--- config.mk ---
export PLATFORM = sky130hd
export DESIGN_NAME = pipe_trace_buffer
export DESIGN_NICKNAME = d
export VERILOG_FILES = /design/src/rtl/pipe_trace_buffer.sv
export SDC_FILE = /design/constraint.sdc
export NUM_CORES = 2
export LEC_CHECK = 0
export ABC_AREA = 0
export ABC_CLOCK_PERIOD_IN_PS = 24800
export CAP_MARGIN = 10
export CELL_PAD_IN_SITES_DETAIL_PLACEMENT = 0
export CELL_PAD_IN_SITES_GLOBAL_PLACEMENT = 1
export CORE_MARGIN = 3
export CORE_UTILIZATION = 55
export DETAILED_ROUTE_END_ITERATION = 8
export PLACE_DENSITY = 0.85
export SKIP_LAST_GASP = 1
export SLEW_MARGIN = 20
export SYNTH_ARGS = -nofsm -noshare
export SYNTH_HDL_FRONTEND = slang
export SYNTH_SLANG_ARGS = --single-unit
--- constraint.sdc ---
create_clock -name i_clk -period 24.8 [get_ports i_clk]
set_input_delay 4.96 -clock i_clk [delete_from_list [all_inputs] [get_ports i_clk]]
set_output_delay 4.96 -clock i_clk [all_outputs]
set_load 0.005 [all_outputs]
--- src/rtl/pipe_trace_buffer.sv ---
// ---------------------------------------------------------------------------
// pipe_trace_buffer
//
// Retirement-trace capture buffer fed by the writeback pipeline register.
// Retired instructions are recorded into a circular buffer. A PC-match or
// forced trigger starts a fixed post-trigger window, after which capture
// freezes and the captured window is dumped oldest-first over a valid/ready
// stream.
//
// Ports:
//   i_clk, i_rst_n        clock (rising edge), synchronous active-low reset
//   i_arm                 pulse: start capture (only honoured in IDLE)
//   i_trig_pc_en/i_trig_pc  PC-match trigger enable and target PC
//   i_force_trig          unconditional trigger
//   i_valid, i_pc, i_instr, i_rd, i_reg_write_en, i_rd_data, i_cycle
//                         retiring-instruction bundle from writeback
//   o_state               0 IDLE, 1 ARMED, 2 POST, 3 DUMP (FSM state)
//   o_count               valid entries held, saturates at DEPTH
//   o_triggered           trigger seen, held until the dump completes
//   o_rd_valid/i_rd_ready/o_rd_last  readout stream handshake
//   o_rd_pc, o_rd_instr, o_rd_data, o_rd_cycle, o_rd_rd, o_rd_we
//                         readout entry fields
//
// Readout handshake: a beat transfers on a rising edge where o_rd_valid and
// i_rd_ready are both 1. o_rd_valid never drops and no o_rd_* field changes
// while a beat is offered and not yet accepted. The following entry is
// loaded on the transfer edge, so a consumer holding i_rd_ready high gets
// one beat per cycle.
// ---------------------------------------------------------------------------
module pipe_trace_buffer #(
  parameter int DEPTH    = 16,
  parameter int ADDR_W   = 4,
  parameter int POST_CNT = 8
) (
  input  logic              i_clk,
  input  logic              i_rst_n,
  input  logic              i_arm,
  input  logic              i_trig_pc_en,
  input  logic [31:0]       i_trig_pc,
  input  logic              i_force_trig,
  input  logic              i_valid,
  input  logic [31:0]       i_pc,
  input  logic [31:0]       i_instr,
  input  logic [4:0]        i_rd,
  input  logic              i_reg_write_en,
  input  logic [31:0]       i_rd_data,
  input  logic [31:0]       i_cycle,
  output logic [1:0]        o_state,
  output logic [ADDR_W:0]   o_count,
  output logic              o_triggered,
  output logic              o_rd_valid,
  input  logic              i_rd_ready,
  output logic              o_rd_last,
  output logic [31:0]       o_rd_pc,
  output logic [31:0]       o_rd_instr,
  output logic [31:0]       o_rd_data,
  output logic [31:0]       o_rd_cycle,
  output logic [4:0]        o_rd_rd,
  output logic              o_rd_we
);

  typedef enum logic [1:0] {
    S_IDLE  = 2'd0,
    S_ARMED = 2'd1,
    S_POST  = 2'd2,
    S_DUMP  = 2'd3
  } state_t;

  localparam int CNT_W   = ADDR_W + 1;
  localparam int ENTRY_W = 32 + 32 + 5 + 1 + 32 + 32;

  localparam logic [CNT_W-1:0] DEPTH_C = CNT_W'(DEPTH);
  localparam logic [CNT_W-1:0] POST_C  = CNT_W'(POST_CNT);
  localparam logic [CNT_W-1:0] ONE_C   = CNT_W'(1);
  localparam logic [CNT_W-1:0] TWO_C   = CNT_W'(2);

  // Entry layout: {pc, instr, rd, reg_write_en, rd_data, cycle}
  logic [ENTRY_W-1:0] mem [DEPTH];

  state_t             state_q;
  logic [ADDR_W-1:0]  wr_ptr_q, wr_ptr_d;
  logic [ADDR_W-1:0]  rd_ptr_q;
  logic [CNT_W-1:0]   count_q, count_d;
  logic [CNT_W-1:0]   post_left_q;
  logic               triggered_q;
  logic               rd_valid_q;
  logic               rd_last_q;
  logic [ENTRY_W-1:0] rd_entry_q;

  logic               capture;
  logic               wr_en;
  logic               pc_hit;
  logic               trig;
  logic [ADDR_W-1:0]  oldest_ptr;
  logic [ENTRY_W-1:0] wr_entry;

  // Capture-side next values. They are also used on the edge that enters
  // DUMP so the oldest pointer accounts for the entry written on that edge.
  always_comb begin
    capture  = (state_q == S_ARMED) || (state_q == S_POST);
    wr_en    = capture && i_valid;
    pc_hit   = i_trig_pc_en && i_valid && (i_pc == i_trig_pc);
    trig     = (state_q == S_ARMED) && (i_force_trig || pc_hit);
    wr_ptr_d = wr_en ? (wr_ptr_q + 1'b1) : wr_ptr_q;
    count_d  = (wr_en && (count_q != DEPTH_C)) ? (count_q + ONE_C) : count_q;
    // When full, count mod DEPTH is 0 and the oldest entry sits at wr_ptr.
    oldest_ptr = wr_ptr_d - count_d[ADDR_W-1:0];
    wr_entry   = {i_pc, i_instr, i_rd, i_reg_write_en, i_rd_data, i_cycle};
  end

  // Trace storage is deliberately not reset.
  always_ff @(posedge i_clk) begin
    if (wr_en) begin
      mem[wr_ptr_q] <= wr_entry;
    end
  end

  always_ff @(posedge i_clk) begin
    if (!i_rst_n) begin
      state_q     <= S_IDLE;
      wr_ptr_q    <= '0;
      rd_ptr_q    <= '0;
      count_q     <= '0;
      post_left_q <= '0;
      triggered_q <= 1'b0;
      rd_valid_q  <= 1'b0;
      rd_last_q   <= 1'b0;
      rd_entry_q  <= '0;
    end else begin
      case (state_q)
        S_IDLE: begin
          if (i_arm) begin
            state_q     <= S_ARMED;
            wr_ptr_q    <= '0;
            count_q     <= '0;
            post_left_q <= '0;
            triggered_q <= 1'b0;
          end
        end

        S_ARMED: begin
          wr_ptr_q <= wr_ptr_d;
          count_q  <= count_d;
          if (trig) begin
            triggered_q <= 1'b1;
            post_left_q <= POST_C;
            if (POST_CNT == 0) begin
              state_q  <= S_DUMP;
              rd_ptr_q <= oldest_ptr;
            end else begin
              state_q <= S_POST;
            end
          end
        end

        S_POST: begin
          wr_ptr_q <= wr_ptr_d;
          count_q  <= count_d;
          // Only real writes consume the post-trigger window.
          if (i_valid) begin
            post_left_q <= post_left_q - ONE_C;
            if (post_left_q == ONE_C) begin
              state_q  <= S_DUMP;
              rd_ptr_q <= oldest_ptr;
            end
          end
        end

        S_DUMP: begin
          // count_q doubles as the number of beats not yet transferred,
          // including the one currently offered.
          if (!rd_valid_q) begin
            if (count_q == '0) begin
              state_q     <= S_IDLE;
              triggered_q <= 1'b0;
            end else begin
              rd_entry_q <= mem[rd_ptr_q];
              rd_ptr_q   <= rd_ptr_q + 1'b1;
              rd_valid_q <= 1'b1;
              rd_last_q  <= (count_q == ONE_C);
            end
          end else if (i_rd_ready) begin
            count_q <= count_q - ONE_C;
            if (count_q == ONE_C) begin
              rd_valid_q  <= 1'b0;
              rd_last_q   <= 1'b0;
              state_q     <= S_IDLE;
              triggered_q <= 1'b0;
            end else begin
              rd_entry_q <= mem[rd_ptr_q];
              rd_ptr_q   <= rd_ptr_q + 1'b1;
              rd_last_q  <= (count_q == TWO_C);
            end
          end
        end

        default: state_q <= S_IDLE;
      endcase
    end
  end

  assign o_state     = state_q;
  assign o_count     = count_q;
  assign o_triggered = triggered_q;
  assign o_rd_valid  = rd_valid_q;
  assign o_rd_last   = rd_last_q;
  assign o_rd_pc     = rd_entry_q[133:102];
  assign o_rd_instr  = rd_entry_q[101:70];
  assign o_rd_rd     = rd_entry_q[69:65];
  assign o_rd_we     = rd_entry_q[64];
  assign o_rd_data   = rd_entry_q[63:32];
  assign o_rd_cycle  = rd_entry_q[31:0];

endmodule

=== After elaboration in Yosys (flattened, before gate mapping) ===
Memories as Yosys holds them, arrays and structs flattened. A register that Yosys moved wholly into a read port is not among the register bits.
Cells that the tools add are included.

* Register bits: 157
* Latch bits: 0
* Memory bits (writable): 2144
* Bits in read-only memories: 0
* Bits of input ports: 173
* Output and inout bits: 144
* Logic and storage cells: 113
* Memories: 1

{| class="wikitable"
|+ Memories
! name !! depth !! bits a word !! rd ports !! clocked after memory_dff !! wr ports !! line !! RTL
|-
| mem || 16 || 134 || 1 || 1 || 1 || 78 || <nowiki>logic [ENTRY_W-1:0] mem [DEPTH];</nowiki>
|}

* Add/sub/neg operators: 6
* Multiply operators: 0
* Div/mod/pow operators: 0
* Order comparisons: 0
* Eq/ne operators: 23
* Shift-type cells: 0
* Muxes and demuxes: 50
* Bitwise logic cells: 0
* Reductions and logical operators: 23

{| class="wikitable"
|+ Operators with widths
! cell !! number
|-
| $mux 134 || 4
|-
| $mux 4 || 10
|-
| $eq 32x32->1 || 1
|-
| $mux 5 || 6
|-
| $pmux 5 s3 || 2
|-
| $mux 1 || 16
|-
| $mux 2 || 8
|-
| $ne 2x2->1 const B || 8
|-
| $pmux 4 s2 || 2
|-
| $ne 3x3->1 const B || 5
|-
| $reduce_and 4->1 || 3
|-
| $reduce_and 6->1 || 2
|-
| $eq 5x1->1 const B || 2
|-
| $sub 5x1->5 const B || 2
|-
| $add 4x1->4 const B || 2
|-
| $pmux 2 s4 || 1
|-
| $reduce_and 7->1 || 1
|-
| $reduce_and 3->1 || 2
|-
| $reduce_bool 3->1 || 2
|-
| $add 5x1->5 const B || 1
|-
| $eq 5x2->1 const B || 1
|-
| $logic_and 1x1->1 || 5
|-
| $logic_not 5->1 || 1
|-
| $ne 5x5->1 const B || 1
|-
| 10 further kinds || 14
|}

=== Longest topological paths before layout ===
* Depth after elaboration: 11
* Mapped depth: 14
* Mapped depth without buffers: 12

=== Worst setup path before layout ===
No wires, ideal clock.

* Path type: input to register
* From: input port i_valid
* To: memory mem[3][0] in the netlist's numbering, enable pin
* Library setup time: 0.791 ns
* Data arrival time: 14.571 ns
* Data required time: 24.009 ns
* Slack: 9.438 ns
* Stages: 4
* Buffers on the path: 1
* Cells stage by stage: and2_1 -> clkbuf_1 -> nand2_1 -> nor3_1

* Longest elaborated chain between the ends: 3

{| class="wikitable"
|+ Ends and longest elaborated chain
! item !! line !! RTL
|-
| start: declaration || 41 || <nowiki>input logic i_valid,</nowiki>
|-
| $logic_and 1x1->1 || 101 || <nowiki>wr_en = capture && i_valid;</nowiki>
|-
| $mux 1 || 113 || <nowiki>if (wr_en) begin</nowiki>
|-
| $mux 1 (not written as such) || 114 || <nowiki>mem[wr_ptr_q] <= wr_entry;</nowiki>
|-
| end: declaration || 78 ||
|}

No other way between the ends.

=== Worst setup path in the final report ===
* From: input port i_valid
* To: memory mem[10][50] in the netlist's numbering, enable pin

The elaborated chain is that of the path after synthesis.

==> metrics.cfg <==
[routing]
post-route-drc-count=0
avgViaCountPerCell=6.39
num_vias=41719
dr.pass1.iters=7
antenna_left=0
wirelength_mm=212
routedWlPerCell_um=32.4
first_iter_violations=4812

[cts]
clock_path_buffers=3
clkLatencyLatePin_ns=0.86
cts_buffers=216
htree_levels=4
numClockSinks=2305
cts_hold_buf=0
cts_tree=done
clk_pin_slew_worst_paths_ns=0.06
cts_root_buf=clkbuf_16
cts_setup_buffers=0
ctsResizeCount=0

[power_and_ir_drop]
pwr_density_cell_nw_per_um2=87.6
max-vdd-ir-drop_mv=0.0777
p_leak_nw=29.8
power.total_mw=8.74

[timing]
clock_skew_ns=0.0367
setup_slack_ns=16.26
maxSlewViolCount=0
fin_setup_tns_ns=0
worst_pin_slew_ns=1.20
min_period_ns=8.54
max_freq_mhz=117
finalHoldViolCount=0
slew_headroom_pct=20.1
min_period_over_period_pct=34.4
rsz0062_at_grt=no
setup_viol=0

[synthesis]
synthCells=3879
synth_most_common_cell=edfxtp_1
synth_top_flop_cell=edfxtp_1
ys_seq_area_share_pct=77.6
synth_area_um2=87100
synth.largest_area_cell=edfxtp_1
async_reset_ff_share_pct=0
ys_types=50
ys_seq_elements=2305
synth_common_cells=edfxtp_1, mux4_2, nand2_1
yosys-top-cells-area=edfxtp_1, mux4_2, dfxtp_1
yosys_warnings=0
yosys.area.top_type_share_pct=73.9
synthesis.nets=4073
syn_area_per_cell_um2=22.5
synth-edff-count=2144

[global_routing]
met2_usage_pct=44.8
use_met1_pct=34.5
overflow=0
grt_pass1_wl_mm=311
antenna_found_initial=31
first_global_vias=44182
grt_usage_pct=26.5
grt_max_degree=145
grt.busiest_layer=met2
grtUsageMet3_pct=5.32

[worst_setup_path]
crit_slowest_cell=buf_4
worst_path_most_repeated_cell=buf_4
path_class=input pin to flip-flop
start_kind=input pin
cp_cell_sequence=clkdlybuf4s50_1 > and2_1 > nand2_1 > nor2_4 > buf_4 > buf_4 > buf_4
worstPathRequired_ns=25.24
slowest_delay_ns=0.95
cp.arrival_ns=8.97
critPathCaptureType=flip-flop
critPathMaxFanout=56

[outcome]
status=complete, no violations

[floorplanning]
die_h_um=404
coreArea_um2=157000
die_area_um2=163000
ios=317
core.rowCount=145
initial_core_util_pct=55.6
die_x_um=404

[placement]
port_buffers=316
pre_cts_ws_ns=15.50
placed_area_um2=92700
gp_congestion=0.764
place_hpwl_mm=105

[worst_hold_path]
holdCritPathClass=flip-flop to flip-flop

[job]
maxCapViolCount=0

[cells_and_area]
nNetsFinal=4461
drive_gt1_share_pct=23.7
final_area_um2=99800
area_delta_synth_final_pct=14.5

## critical path: cells and delay by family
| kind | cells | cell delay (ns) |
|---|---|---|
| buf+inv | 4 | 2.96 |
| simple gates | 3 | 0.89 |
## metrics by stage
stage,instances,hold WS (ns),utilization [%]
floorplan,3879,0.440,-
global route,6522,0.468,63.6
CTS,6513,0.452,63.6
detailed placement,6107,0.444,59.2
finish,6528,0.449,63.6
global placement,6106,0.440,59.1
## sequential cells by signal, indices dropped and copies added (netlist names), named ones only
| signal | count |
|---|---|
| o_rd_last | 1 |
| mem | 2144 |
| o_triggered | 1 |
| wr_ptr_q | 4 |
| o_state | 2 |
| rd_entry_q | 134 |
| o_rd_valid | 1 |
| post_left_q | 5 |
| rd_ptr_q | 4 |
| o_count | 5 |
## placed cells by master (no fill, tap or decap), types with 21 or more instances in the layout
master / netlist / final
a21oi_1: 153 / 153
clkbuf_1: 102 / 65
xnor2_1: 29 / 29
clkinv_2: 0 / 36
clkdlybuf4s50_1: 0 / 316
clkinv_1: 1 / 37
nand2_1: 278 / 278
clkbuf_16: 0 / 217
edfxtp_1: 2144 / 2144
dfxtp_1: 161 / 157
a211oi_1: 21 / 21
mux4_2: 660 / 660
buf_4: 5 / 51
nor2_1: 44 / 32
## where the power goes
| part | switching (mW) | leakage [nW] | internal [mW] |
|---|---|---|---|
| sequential | 0.0448 | 20.6 | 4.34 |
| clock | 1.45 | 3.39 | 1.81 |
| combinational | 0.574 | 5.79 | 0.509 |
| total | 2.07 | 29.8 | 6.67 |
## worst paths after layout
check / startpoint / cells after the start / to / slack (ns)
worst max-delay path: i_valid / 7 / mem[10][50] / 16.26
worst min-delay path: rd_entry_q[82] / 2 / rd_entry_q[82] / 0.45
worst max register to register: flip-flop / 8 / rd_entry_q[14] / 19.14
worst min register to register: rd_entry_q[82] / 2 / rd_entry_q[82] / 0.45
## final cells by class
| class | count | area [um^2] |
|---|---|---|
| flip-flops and latches | 2305 | 67600 |
| fillers | 9957 | 57000 |
| multi-input cells | 1349 | 18700 |
| clock buffers | 293 | 5830 |
| repair buffers | 379 | 3790 |
| well taps | 2058 | 2570 |
| clock inverters | 113 | 1170 |
| inverters | 16 | 65.1 |
| diodes | 15 | 37.5 |
## cell families after synthesis
kind of cell	Yosys count	synth area share, %
AOI/OAI and AO/OA	212	1.37
xor gates and xnor gates	40	0.418
adders and majority gates	21	0.310
buffers and inverters	225	1.12
DFF	2305	77.6
muxes	675	17.2
and+or+nand+nor	401	1.96
## per-layer routing
| metal | up-vias | routed length (um) |
|---|---|---|
| met5 | - | 68 |
| met2 | 2247 | 111000 |
| met4 | 10 | 6860 |
| met1 | 22105 | 76200 |
| li1 | 16988 | - |
| met3 | 369 | 17300 |
No activity file was read; power rests on OpenSTA's default activity.
==> RTL edit (config.mk and constraints unchanged) <==
Set the parameter `DEPTH` to 8 (it was 16).
--- a/src/rtl/pipe_trace_buffer.sv
+++ b/src/rtl/pipe_trace_buffer.sv
@@ -29,5 +29,5 @@
 // ---------------------------------------------------------------------------
 module pipe_trace_buffer #(
-  parameter int DEPTH    = 16,
+  parameter int DEPTH    = 8,
   parameter int ADDR_W   = 4,
   parameter int POST_CNT = 8
Function: not settled (the Yosys comparison gave no result); the edit may change what the design does.
==> RTL edit against the unedited design <==
Wire length fell by 54%. Cell area fell by 45%. Total power fell by 44%. Area after synthesis fell by 46%. Largest power group unchanged. Cell count fell by 41%. Setup slack improved by 0.64 ns. Sequential cell count fell by 1075. Global-route usage fell by 4.2 points.
==> RTL edit: results (changes against the unedited design) <==
grtUsageMet3_pct: 4.39  # -0.93 points
reg_top3: "mem: 1072 flops, rd_entry_q: 134 flops"
synth_compound_area_share_pct: 3.63  # +2.3 points
power_switching_mw: 1.14  # -45%
grt_pass1_wl_mm: 150  # -52%
viasPerCell: 5.92  # -7.4%
synth_edf_count: 1072  # -50%
wl_per_cell_um: 25.4  # -22%
wl_met2_mm: 49.6  # -55%
grt_use_total_pct: 22.3  # -4.2 points
ys_seq_area_share_pct: 75.3  # -2.2 points
cp_data_arrival_time_ns: 8.46  # -0.51 ns
antenna_found_initial: 18  # -42%
synth_xor_xnor_area_share_pct: 0.803  # +0.38 points
cp_max_fo: 78  # +39%
syn_nets: 2441  # -40%
placed_area_um2: 51100  # -45%
wl_met3_mm: 6.59  # -62%
place.gp.congestion: 0.747  # -2.3%
synth.top_cells.by_count: "edfxtp_1 (1072), mux4_2 (268), dfxtp_1 (158)"
grt.met1_usage_pct: 30.3  # -4.2 points
grt_max_degree: 123  # -15%
fin_hold_ws_ns: 0.496  # +0.0476 ns
synth.area.top_cells: "edfxtp_1 (69%), mux4_2 (13%), dfxtp_1 (6.7%)"
cellLeakagePower_nw: 18.6  # -38%
synth_cell_type_count: 56  # +12%
combPwrFrac_pct: 13.9  # +1.5 points
drt-pass1-iter-count: 5  # -2
relSlewSlack_pct: 29.3  # +9.2 points
r2r_slack_ns: 20.36  # +1.22 ns
final_nets: 2782  # -38%
critPathCapture: "rd_entry_q[10]$_SDFFE_PN0P_"
setup_slack_ns: 16.90  # +0.638 ns
met1_length_mm: 39.6  # -48%
dp_cells: 3605  # -41%
dp_hpwl_mm: 53.5  # -49%
crit_path_start: "i_rd_ready"
worstHoldStart: "rd_entry_q[20]$_SDFFE_PN0P_"
insertion_delay_ns: 0.67  # -0.19 ns
synthMuxAreaShare_pct: 15.9  # -1.3 points
layout-drive-gt1-share_pct: 19.1  # -4.5 points
vdd_drop_max_mv: 0.0673  # -13%
fill_cells: 5515  # -45%
use_met2_pct: 36.9  # -7.9 points
final_core_util_pct: 65.6  # +2.0 points
h-tree-depth: 3  # -1
cts_root_buf: "clkbuf_16"
ff2ff_path_depth: 7  # -1
status: "completed"
stdcell_count: 3852  # -41%
cts_resized: 0  # unchanged
seq_power_share_pct: 49.3  # -1.0 points
p_per_area_nw_per_um2: 88.1  # +0.59%
==> RTL edit: worst min path at each step <==
stage / endpoint / depth (start not counted)
after global placement: post_left_q[1]$_SDFFE_PN0P_ / 2
after global routing: rd_entry_q[90]$_SDFFE_PN0P_ / 1
final: rd_entry_q[20]$_SDFFE_PN0P_ / 1
after detailed placement: rd_entry_q[43]$_SDFFE_PN0P_ / 1
after floorplan: post_left_q[1]$_SDFFE_PN0P_ / 2
after CTS: post_left_q[1]$_SDFFE_PN0P_ / 2
==> RTL edit: area by class of cell <==
class,count,area share [%]
timing repair buffer,351,6.32
antenna,18,0.0816
clock inverter,68,1.15
tap,1134,2.57
multi-input combinational,877,19.6
clock buffer,161,6.07
sequential,1230,64.1
inverter,13,0.0884
==> RTL edit: critical path: stages <==
cell and delay [ns]:
clkdlybuf4s50_1 0.54, nand3_1 0.10, o21ai_1 0.22, and2_4 0.67, buf_4 0.82, buf_4 0.70, nand2_1 0.15, o211a_1 0.17
